## src/rtl/div_seq.sv

```systemverilog
// div_seq: multi-cycle integer divider for DIV/DIVU.
//
// A 32-step restoring shift-subtract loop on operand magnitudes, with the
// signs of quotient and remainder restored when the loop finishes.
// Quotient goes to LO and remainder goes to HI.
//
// Ports:
//   clk       in   rising-edge clock
//   reset     in   synchronous, active-high; aborts any operation in flight
//   start     in   request, sampled only while busy=0
//   A, B      in   dividend, divisor (WIDTH bits)
//   Sign      in   1 = signed (DIV), 0 = unsigned (DIVU); sampled with start
//   busy      out  operation in progress
//   done      out  one-cycle pulse; Q/R/DZ valid in this cycle
//   Q, R      out  quotient and remainder; they hold until the next done
//   DZ        out  divide-by-zero flag for the last operation
//   dbg_state out  current FSM state (IDLE=0, RUN=1, DONE=2)
//
// Handshake: start is accepted on any edge where busy=0, which includes the
// DONE cycle, so operations can run back to back. busy stays high from the
// accepting edge until the edge that raises done. start while busy=1 is
// ignored.
//
// Optional feature: define DIV_EARLY_OUT_EN to finish in one step when B=0
// or |A| < |B|. The results are identical with and without the macro.
module div_seq #(
    parameter int WIDTH = 32
) (
    input  logic             clk,
    input  logic             reset,
    input  logic             start,
    input  logic [WIDTH-1:0] A,
    input  logic [WIDTH-1:0] B,
    input  logic             Sign,
    output logic             busy,
    output logic             done,
    output logic [WIDTH-1:0] Q,
    output logic [WIDTH-1:0] R,
    output logic             DZ,
    output logic [1:0]       dbg_state
);

    typedef enum logic [1:0] {
        IDLE = 2'd0,
        RUN  = 2'd1,
        DONE = 2'd2
    } state_t;

    localparam logic [5:0] STEPS = 6'(WIDTH);

    state_t           state;
    logic [WIDTH-1:0] rem;     // partial remainder
    logic [WIDTH-1:0] dvd;     // dividend magnitude shifting out, quotient shifting in
    logic [WIDTH-1:0] dsr;     // divisor magnitude
    logic [5:0]       cnt;
    logic             qneg;
    logic             rneg;
    logic             dz_r;
    logic             early;   // finish on the next edge without iterating

    logic [WIDTH-1:0] a_mag;
    logic [WIDTH-1:0] b_mag;
    logic [WIDTH-1:0] rem_sh;
    logic [WIDTH:0]   trial;
    logic [WIDTH-1:0] q_mag;
    logic [WIDTH-1:0] r_mag;
    logic [WIDTH-1:0] q_fix;
    logic [WIDTH-1:0] r_fix;

    assign dbg_state = state;

    always_comb begin
        a_mag  = (Sign & A[WIDTH-1]) ? -A : A;
        b_mag  = (Sign & B[WIDTH-1]) ? -B : B;
        rem_sh = {rem[WIDTH-2:0], dvd[WIDTH-1]};
        // The top bit of the 33-bit difference is the borrow.
        trial  = {1'b0, rem_sh} - {1'b0, dsr};
        // On an early exit the loop never ran: the quotient is 0 and the
        // remainder is the untouched dividend magnitude still held in dvd.
        q_mag  = early ? '0  : dvd;
        r_mag  = early ? dvd : rem;
        // With B=0 the remainder already comes out as A. Only the quotient
        // needs forcing, because signed mode would otherwise negate it.
        q_fix  = dz_r ? '1 : (qneg ? -q_mag : q_mag);
        r_fix  = rneg ? -r_mag : r_mag;
    end

    always_ff @(posedge clk) begin
        if (reset) begin
            state <= IDLE;
            busy  <= 1'b0;
            done  <= 1'b0;
            Q     <= '0;
            R     <= '0;
            DZ    <= 1'b0;
            rem   <= '0;
            dvd   <= '0;
            dsr   <= '0;
            cnt   <= '0;
            qneg  <= 1'b0;
            rneg  <= 1'b0;
            dz_r  <= 1'b0;
            early <= 1'b0;
        end else begin
            case (state)
                IDLE, DONE: begin
                    done <= 1'b0;
                    if (start) begin
                        dvd   <= a_mag;
                        dsr   <= b_mag;
                        rem   <= '0;
                        cnt   <= '0;
                        qneg  <= Sign & (A[WIDTH-1] ^ B[WIDTH-1]);
                        rneg  <= Sign & A[WIDTH-1];
                        dz_r  <= (B == '0);
`ifdef DIV_EARLY_OUT_EN
                        early <= (B == '0) || (a_mag < b_mag);
`else
                        early <= 1'b0;
`endif
                        busy  <= 1'b1;
                        state <= RUN;
                    end else begin
                        state <= IDLE;
                    end
                end
                RUN: begin
                    if (early || cnt == STEPS) begin
                        Q     <= q_fix;
                        R     <= r_fix;
                        DZ    <= dz_r;
                        done  <= 1'b1;
                        busy  <= 1'b0;
                        state <= DONE;
                    end else begin
                        if (!trial[WIDTH]) begin
                            rem <= trial[WIDTH-1:0];
                            dvd <= {dvd[WIDTH-2:0], 1'b1};
                        end else begin
                            rem <= rem_sh;
                            dvd <= {dvd[WIDTH-2:0], 1'b0};
                        end
                        cnt <= cnt + 6'd1;
                    end
                end
                default: begin
                    state <= IDLE;
                    busy  <= 1'b0;
                    done  <= 1'b0;
                end
            endcase
        end
    end

endmodule
```

## config.mk

```make
export PLATFORM = sky130hd
export DESIGN_NAME = div_seq
export DESIGN_NICKNAME = d
export VERILOG_FILES = /design/src/rtl/div_seq.sv
export SDC_FILE = /design/constraint.sdc
export NUM_CORES = 1
export LEC_CHECK = 0
export ABC_AREA = 1
export CORE_UTILIZATION = 55
export CTS_BUF_LIST = sky130_fd_sc_hd__clkbuf_4 sky130_fd_sc_hd__clkbuf_8
export DETAILED_ROUTE_END_ITERATION = 10
export HOLD_SLACK_MARGIN = 0.05
export MAX_ROUTING_LAYER = met4
export PLACE_DENSITY = 0.9
export SYNTH_ARGS = -nofsm -noshare
export SYNTH_HDL_FRONTEND = slang
export SYNTH_SLANG_ARGS = --single-unit
```

## constraint.sdc

```tcl
create_clock -name clk -period 4.2 [get_ports clk]
set_input_delay 1.05 -clock clk [delete_from_list [all_inputs] [get_ports clk]]
set_output_delay 1.05 -clock clk [all_outputs]
set_load 0.005 [all_outputs]
```

==> results.txt, run 1 <==
----------------------------------------------------
[Logic synthesis]
  Most numerous cell in the Yosys netlist ... nand2_1
  Cell taking the most area after synthesis ... dfxtp_1
  Area share of the largest cell type after synthesis ... 26.5%
  Commonest register cell after synthesis ... dfxtp_1
  Mapped Avg Cell Area ... 5.93 um2
  Syn_nets ... 2325
  Leading cell types by count after synthesis ... 547 x nand2_1, 363 x inv_1, 231 x nor2_1
  EDFF count, synth ... 0
  Top cells by area, synth ... dfxtp_1 26%, nand2_1 16%, inv_1 10%
  Summed instance area of the synthesized netlist ... 13200 um2
  Share of async-settable or async-resettable flops after synthesis ... 0%
  Number of warnings printed during yosys synthesis ... 0
  Sequential-to-total area share from yosys stat ... 26.5%
  Cell count after synthesis ... 2217
  Count of different cell masters after synthesis ... 45
  Register bit total from synthesis ... 174

[CTS]
  Master cell of the clock root buffer ... clkbuf_8
  Clock transition time at the flip-flop clock pins of the worst setup and hold paths ... 100 ps
  CTS tree ... done
  Number of hold buffers added after CTS ... 0
  H-tree level count ... 4
  Setup bufs post-CTS ... 0
  Number of buffers inserted during clock tree synthesis ... 17
  Maximum buffer depth of the clock tree ... 2
  Cells resized by post-CTS repair ... 0
  Worst-Skew Late Latency ... slightly below 500 ps
  Number of sinks on the clock net ... 174

[Layout]
  Layout-stage area growth over the synthesis result ... 14.3%
  Sequential Area ... between 3000 and 4000 um2
  Net count, final ... 2414
  Fillers ... about 2200
  Area of the multi-input gates ... 7870 um2
  Post-route cell area ... 15000 um2
  Final antenna diode count ... 0
  Layout cell share with drive strength beyond 1 ... 4.14%

[Detailed routing]
  Wire length after detailed routing ... 41.4 mm
  Number of nets with antenna violations after detailed routing ... 0
  Violation count after the first detailed-route iteration ... 1287
  Length of the first detailed-routing pass in iterations ... 6
  Total DRC errors in the routed layout ... 0
  Via density ... 5.60
  Wire length per cell ... 15.7 um
  Vias ... 14800

[Worst setup path]
  Max stage delay cell, worst path ... fa_1
  Critical setup path kind ... reg2reg
  Data required, critical path ... 4520 ps
  Worst Setup Start Kind ... flip-flop
  Largest stage delay, worst path ... roughly 400 ps
  Sort of element at the end of the critical path ... flip-flop
  Top fanout value on the critical path ... 33
  Critical path cell sequence ... inv_1 > ha_1 > fa_1 > inv_1 > nand2_1 > nand2_1 > nand3_1 > nand2_1 > nand2_1 > nand2_2 > nand2_4 > nand2_4 > nand3_1 > nand3_1 > a21oi_1
  Worst Path Arrival ... 3450 ps
  Critical path buffer and inverter count ... 2
  CP most frequent cell ... nand2_1
  Family of cells with the greatest summed delay on the critical path ... simple AND/OR/NAND/NOR gates

[STA]
  Slew headroom ... 35.7%
  Fin crit period ... 3130 ps
  Number of setup violations in the final report ... 0
  RSZ-0062 raised after global routing ... false
  Final hold violation count ... 0
  Maximum clock frequency ... 319 MHz
  Final setup TNS ... 0 ps
  Final worst setup slack ... approximately 1100 ps
  Final-report max-slew violation count ... 0
  Worst slew pin tran ... between 900 and 1000 ps
  Worst hold slack across all endpoints ... about 480 ps
  Final clock period utilization by the worst path ... 74.6%
  Worst clock skew ... 26.0 ps

[Pwr]
  Power share of the clock group ... a little over a fifth
  Worst vdd ir ... 0.262 mV
  Final total power ... 5.44 mW
  Pwr per Cell Area ... 362 nW/um2
  Comb power frac ... 44.1%
  Total leakage power ... 7.39 nW
  Switching power as a share of total power ... 44.3%
  P_sw ... 2.41 mW
  Portion of total power attributed to sequential cells ... between 30% and 40%
  Internal Dissipation ... 3.03 mW

[Placed design]
  DP Wirelength ... 32.0 mm
  DP Worst Slack ... approximately 850 ps
  DP Area ... 14700 um2
  Weighted congestion at the end of routability-driven global placement ... 0.984
  PortBufs ... ~140

[GRT]
  Largest net degree at the start of global routing ... 94
  Global Route Usage Sum ... between 30% and 40%
  Congestion Overflow GR ... 0
  Global-route wire length before repair ... 67.3 mm
  Initial antenna violation count ... 0
  Number of global-route vias before repair ... between 10000 and 15000

[Worst hold path]
  Hold/Removal Path Class ... reg2reg

[Status]
  Result of the run ... complete, no violations

[Die]
  Core box area ... around 23000 um2
  Horiz. Die Dim ... approximately 160 um
  Starting density of the core ... a little under three fifths
  Number of top-level pins ... 137
  Number of cell rows ... 56
  Die outline height ... 157 um
  Full die area ... 24500 um2

[Job]
  Maxcap violations ... 0

----------------------------------------------------
==> cell type report <==
| cell class | instances | area share [%] |
|---|---|---|
| Multi-Input combinational cell | 1581 | 52.3 |
| Sequential cell | 174 | 23.2 |
| Timing Repair Buffer | 150 | 9.80 |
| Inverter | 382 | 9.54 |
| Tap cell | 319 | 2.65 |
| Clock buffer | 19 | 1.74 |
| Clock inverter | 12 | 0.766 |
==> cell families after synthesis <==
family | count (synthesis) | synth area share, %
AOI/OAI and AO/OA | 385 | 15.9
xor gates and xnor gates | 69 | 4.59
adders and majority gates | 40 | 3.86
buffers and inverters | 462 | 13.8
DFF | 174 | 26.5
and+or+nand+nor | 1087 | 35.5
==> power groups by stage <==
stage | Combinational, mW | Clock, mW | Sequential [mW]
global route | 2.70 | 1.24 | 1.89
floorplan | 1.81 | 0 | 1.86
detailed placement | 2.34 | 0 | 1.91
CTS | 2.36 | 1.17 | 1.87
finish | 2.40 | 1.16 | 1.88
global placement | 2.30 | 0 | 1.91
==> layout by cell type, fill, tap and decap left out, types with 7 or more instances in the layout <==
cell             count
nand2_1            547
inv_1              362
nor2_1             231
nand3_1            202
dfxtp_1            174
a21oi_1            172
o21ai_0            160
clkdlybuf4s50_1    135
xor2_1              57
ha_1                39
nand4_1             30
nor3_1              25
clkbuf_8            19
buf_4               13
xnor2_1             12
clkinv_1            12
o221ai_1            10
nand3b_1             9
o211ai_1             9
nand3_2              9
inv_2                8
a21oi_2              8
a31oi_1              7
==> worst min-delay path, delay by kind of cell (launching register included) <==
family	cells	cell delay, ps
buf+inv	1	50
compound gates	1	60
flops	1	330
==> registers in the layout, indices dropped and copies added, names as in the netlist, 2 cells and up <==
name and flops:
R 32, dvd 32, dsr 32, rem 32, Q 32, cnt 6
dbg_state 2
==> metal layers <==
metal	up-vias	part of all wire (%)	wire length [um]	GRT usage, %
met5	-	0	0	-
met4	0	5.5	2260	19.5
met3	146	7.3	3020	4.62
met2	696	46	19200	57.4
met1	6683	41	16900	43.4
li1	7234	-	-	-
==> worst paths after layout <==
check	from	endpoint	slack, ps	cells after the start
worst min-delay path	done	done	480	2
worst max-delay path	dvd[31]	rem[13]	1070	15
worst min register to register	done	done	480	2
worst max register to register	dvd[31]	rem[13]	1070	15
==> metrics by stage <==
stage,std cells,utilization [%]
after floorplan,2217,-
after global placement,2606,62.5
after detailed placement,2606,62.5
after CTS,2637,64.1
after global routing,2637,64.1
final,2637,64.1
Note: power is estimated with default switching activity, not from simulation.
==> run 2, diff against run 1 <==
CORE_UTILIZATION = 54   (was 55)
PLACE_DENSITY = 0.92   (was 0.9)
clock period = 2.8 ns   (was 4.2 ns; I/O delays follow)
==> results.txt, run 2 (same netlist as run 1, synthesis figures left out) <==
----------------------------------------------------
[Status]
  Result of the run ... complete, no violations

[Placed design]
  Weighted congestion at the end of routability-driven global placement ... 1.03 (+4.7%)
  DP Wirelength ... 34.3 mm (+7.1%)
  PortBufs ... 136 (unchanged)

[STA]
  Worst slew pin tran ... 986 ps (+20.4 ps)
  Final clock period utilization by the worst path ... 93.7% (+19 points)
  Number of setup violations in the final report ... 0 (unchanged)
  Slew headroom ... 34.3% (-1.4 points)
  RSZ-0062 raised after global routing ... false
  Worst clock skew ... 19.8 ps (-6.19 ps)
  Maximum clock frequency ... 381 MHz (+19%)
  Final hold violation count ... 0 (unchanged)
  Fin crit period ... 2620 ps (-509 ps)
  Final setup TNS ... 0 ps (unchanged)
  Final-report max-slew violation count ... 0 (unchanged)

[Pwr]
  Total leakage power ... 7.56 nW (+2.3%)
  Worst vdd ir ... 0.372 mV (+42%)
  Final total power ... 8.43 mW (+55%)
  Pwr per Cell Area ... 550 nW/um2 (+52%)

[CTS]
  Worst-Skew Late Latency ... 480 ps (about the same)
  Number of buffers inserted during clock tree synthesis ... 17 (unchanged)
  Number of hold buffers added after CTS ... 0 (unchanged)
  Number of sinks on the clock net ... 174 (unchanged)
  CTS tree ... done
  Setup bufs post-CTS ... 0 (unchanged)
  Cells resized by post-CTS repair ... 0 (unchanged)
  H-tree level count ... 4 (unchanged)
  Clock transition time at the flip-flop clock pins of the worst setup and hold paths ... 110 ps (about the same)
  Maximum buffer depth of the clock tree ... 2 (unchanged)
  Master cell of the clock root buffer ... clkbuf_8

[Layout]
  Net count, final ... 2443 (+1.2%)
  Layout cell share with drive strength beyond 1 ... 5.37% (+1.2 points)
  Commonest non-fill, non-tap cells in the layout ... 547 x nand2_1, 362 x inv_1, 231 x nor2_1
  Commonest non-fill, non-tap cell in the layout ... nand2_1
  Layout-stage area growth over the synthesis result ... 16.5%

[Worst setup path]
  Top fanout value on the critical path ... 18 (-45%)
  Cell depth of the worst flop-to-flop path ... 16 (+1)
  Worst Setup Start Kind ... flip-flop
  Data required, critical path ... 3110 ps (-1410 ps)
  R2R Setup Slk ... 180 ps (-890 ps)
  Worst Path Arrival ... 2940 ps (-510 ps)
  Sort of element at the end of the critical path ... flip-flop
  Critical setup path kind ... reg2reg
  Worst Setup SP ... dvd[31]
  Critical Path End ... rem[21]
  Capture point of the worst reg-to-reg path ... rem[21]
  Worst reg2reg path startpoint ... dvd[31]

[Detailed routing]
  Number of nets with antenna violations after detailed routing ... 0 (unchanged)
  Via density ... 5.53 (-1.2%)
  Violation count after the first detailed-route iteration ... 1497 (+16%)
  Vias ... 14800 (unchanged)
  Length of the first detailed-routing pass in iterations ... 9 (+3)
  Total DRC errors in the routed layout ... 0 (unchanged)
  Wire length per cell ... 16.4 um (+4.1%)
  Wire length after detailed routing ... 43.6 mm (+5.4%)

[GRT]
  Global Route Usage Sum ... 36.4% (+0.71 points)
  Initial antenna violation count ... 1 (+1)
  Number of global-route vias before repair ... 13600 (-0.75%)
  Congestion Overflow GR ... 0 (unchanged)
  Largest net degree at the start of global routing ... 94 (unchanged)
  Global-route wire length before repair ... 69.2 mm (+2.8%)

[Die]
  Horiz. Die Dim ... 158 um (+0.91%)
  Number of cell rows ... 56 (unchanged)
  Starting density of the core ... 55.6% (-0.50 points)
  Die outline height ... 158 um (+0.91%)
  Number of top-level pins ... 137 (unchanged)
  Full die area ... 25000 um2 (+1.8%)
  Core box area ... 23700 um2 (+0.90%)

[Worst hold path]
  Hold Path Origin ... busy
  Hold/Removal Path Class ... reg2reg

[Job]
  Maxcap violations ... 0 (unchanged)

----------------------------------------------------
-- run 2: changes by cell type in the layout (fill, tap and decap cells not counted), sizes merged --
cell | previous run | this run
clkinvlp | 1 | 0
clkbuf | 19 | 20
diode | 0 | 1
clkinv | 13 | 14
buf | 15 | 44
inv | 380 | 379
bufinv | 0 | 1
-- run 2: stage by stage --
stage	cells	hold slack [ps]	worst slack, ps	utilization [%]	area (um2)
final	2668	478	178	64.7	15300
after global routing	2668	504	27.9	64.7	15300
after CTS	2667	482	206	64.7	15300
after detailed placement	2635	457	7.87	63.0	14900
after global placement	2635	457	137	63.0	14900
after floorplan	2217	437	667	-	13200
-- run 2: worst min path at each step --
| stage | end | slack (ps) | depth (start not counted) |
|---|---|---|---|
| after CTS | busy | 480 | 2 |
| after global routing | done | 500 | 2 |
| final | busy | 480 | 2 |
| after detailed placement | cnt[5] | 460 | 1 |
| after floorplan | cnt[5] | 440 | 1 |
| after global placement | cnt[5] | 460 | 1 |
-- run 2: critical path: stages, from the launching register on --
cell and delay (ps):
dfxtp_1 350, inv_1 90, ha_1 220, fa_1 410, inv_1 130, nand2_1 70
nand2_1 100, nand3_1 70, nand2_1 100, nand2_1 70, nand2_2 100, nand2_4 60
nand2_4 210, buf_4 190, nand3_1 120, nand3_1 90, a21oi_1 80
-- run 2: layout make-up --
type                            count  area [um2]
Timing Repair Buffer              179        1730
Clock inverter                     12         136
Sequential cell                   174        3480
Antenna cell                        1        2.50
Inverter                          382        1430
Tap cell                          319         399
Multi-Input combinational cell   1581        7870
Clock buffer                       20         269
Fill cell                        2302        8360
-- run 2: report_power, final --
group | internal [mW] | total (mW) | switching [mW]
Clock | 0.804 | 1.86 | 1.06
Combinational | 1.29 | 3.76 | 2.46
Sequential | 2.62 | 2.82 | 0.197
Total | 4.72 | 8.43 | 3.71
-- run 2: routing by layer --
layer / track usage (%) / part of all wire, % / up-vias
li1: - / - / 7292
met3: 4.68 / 6.8 / 109
met1: 46.4 / 43 / 6730
met4: 15.7 / 4.1 / 0
met2: 57.7 / 46 / 628
met5: - / 0 / -
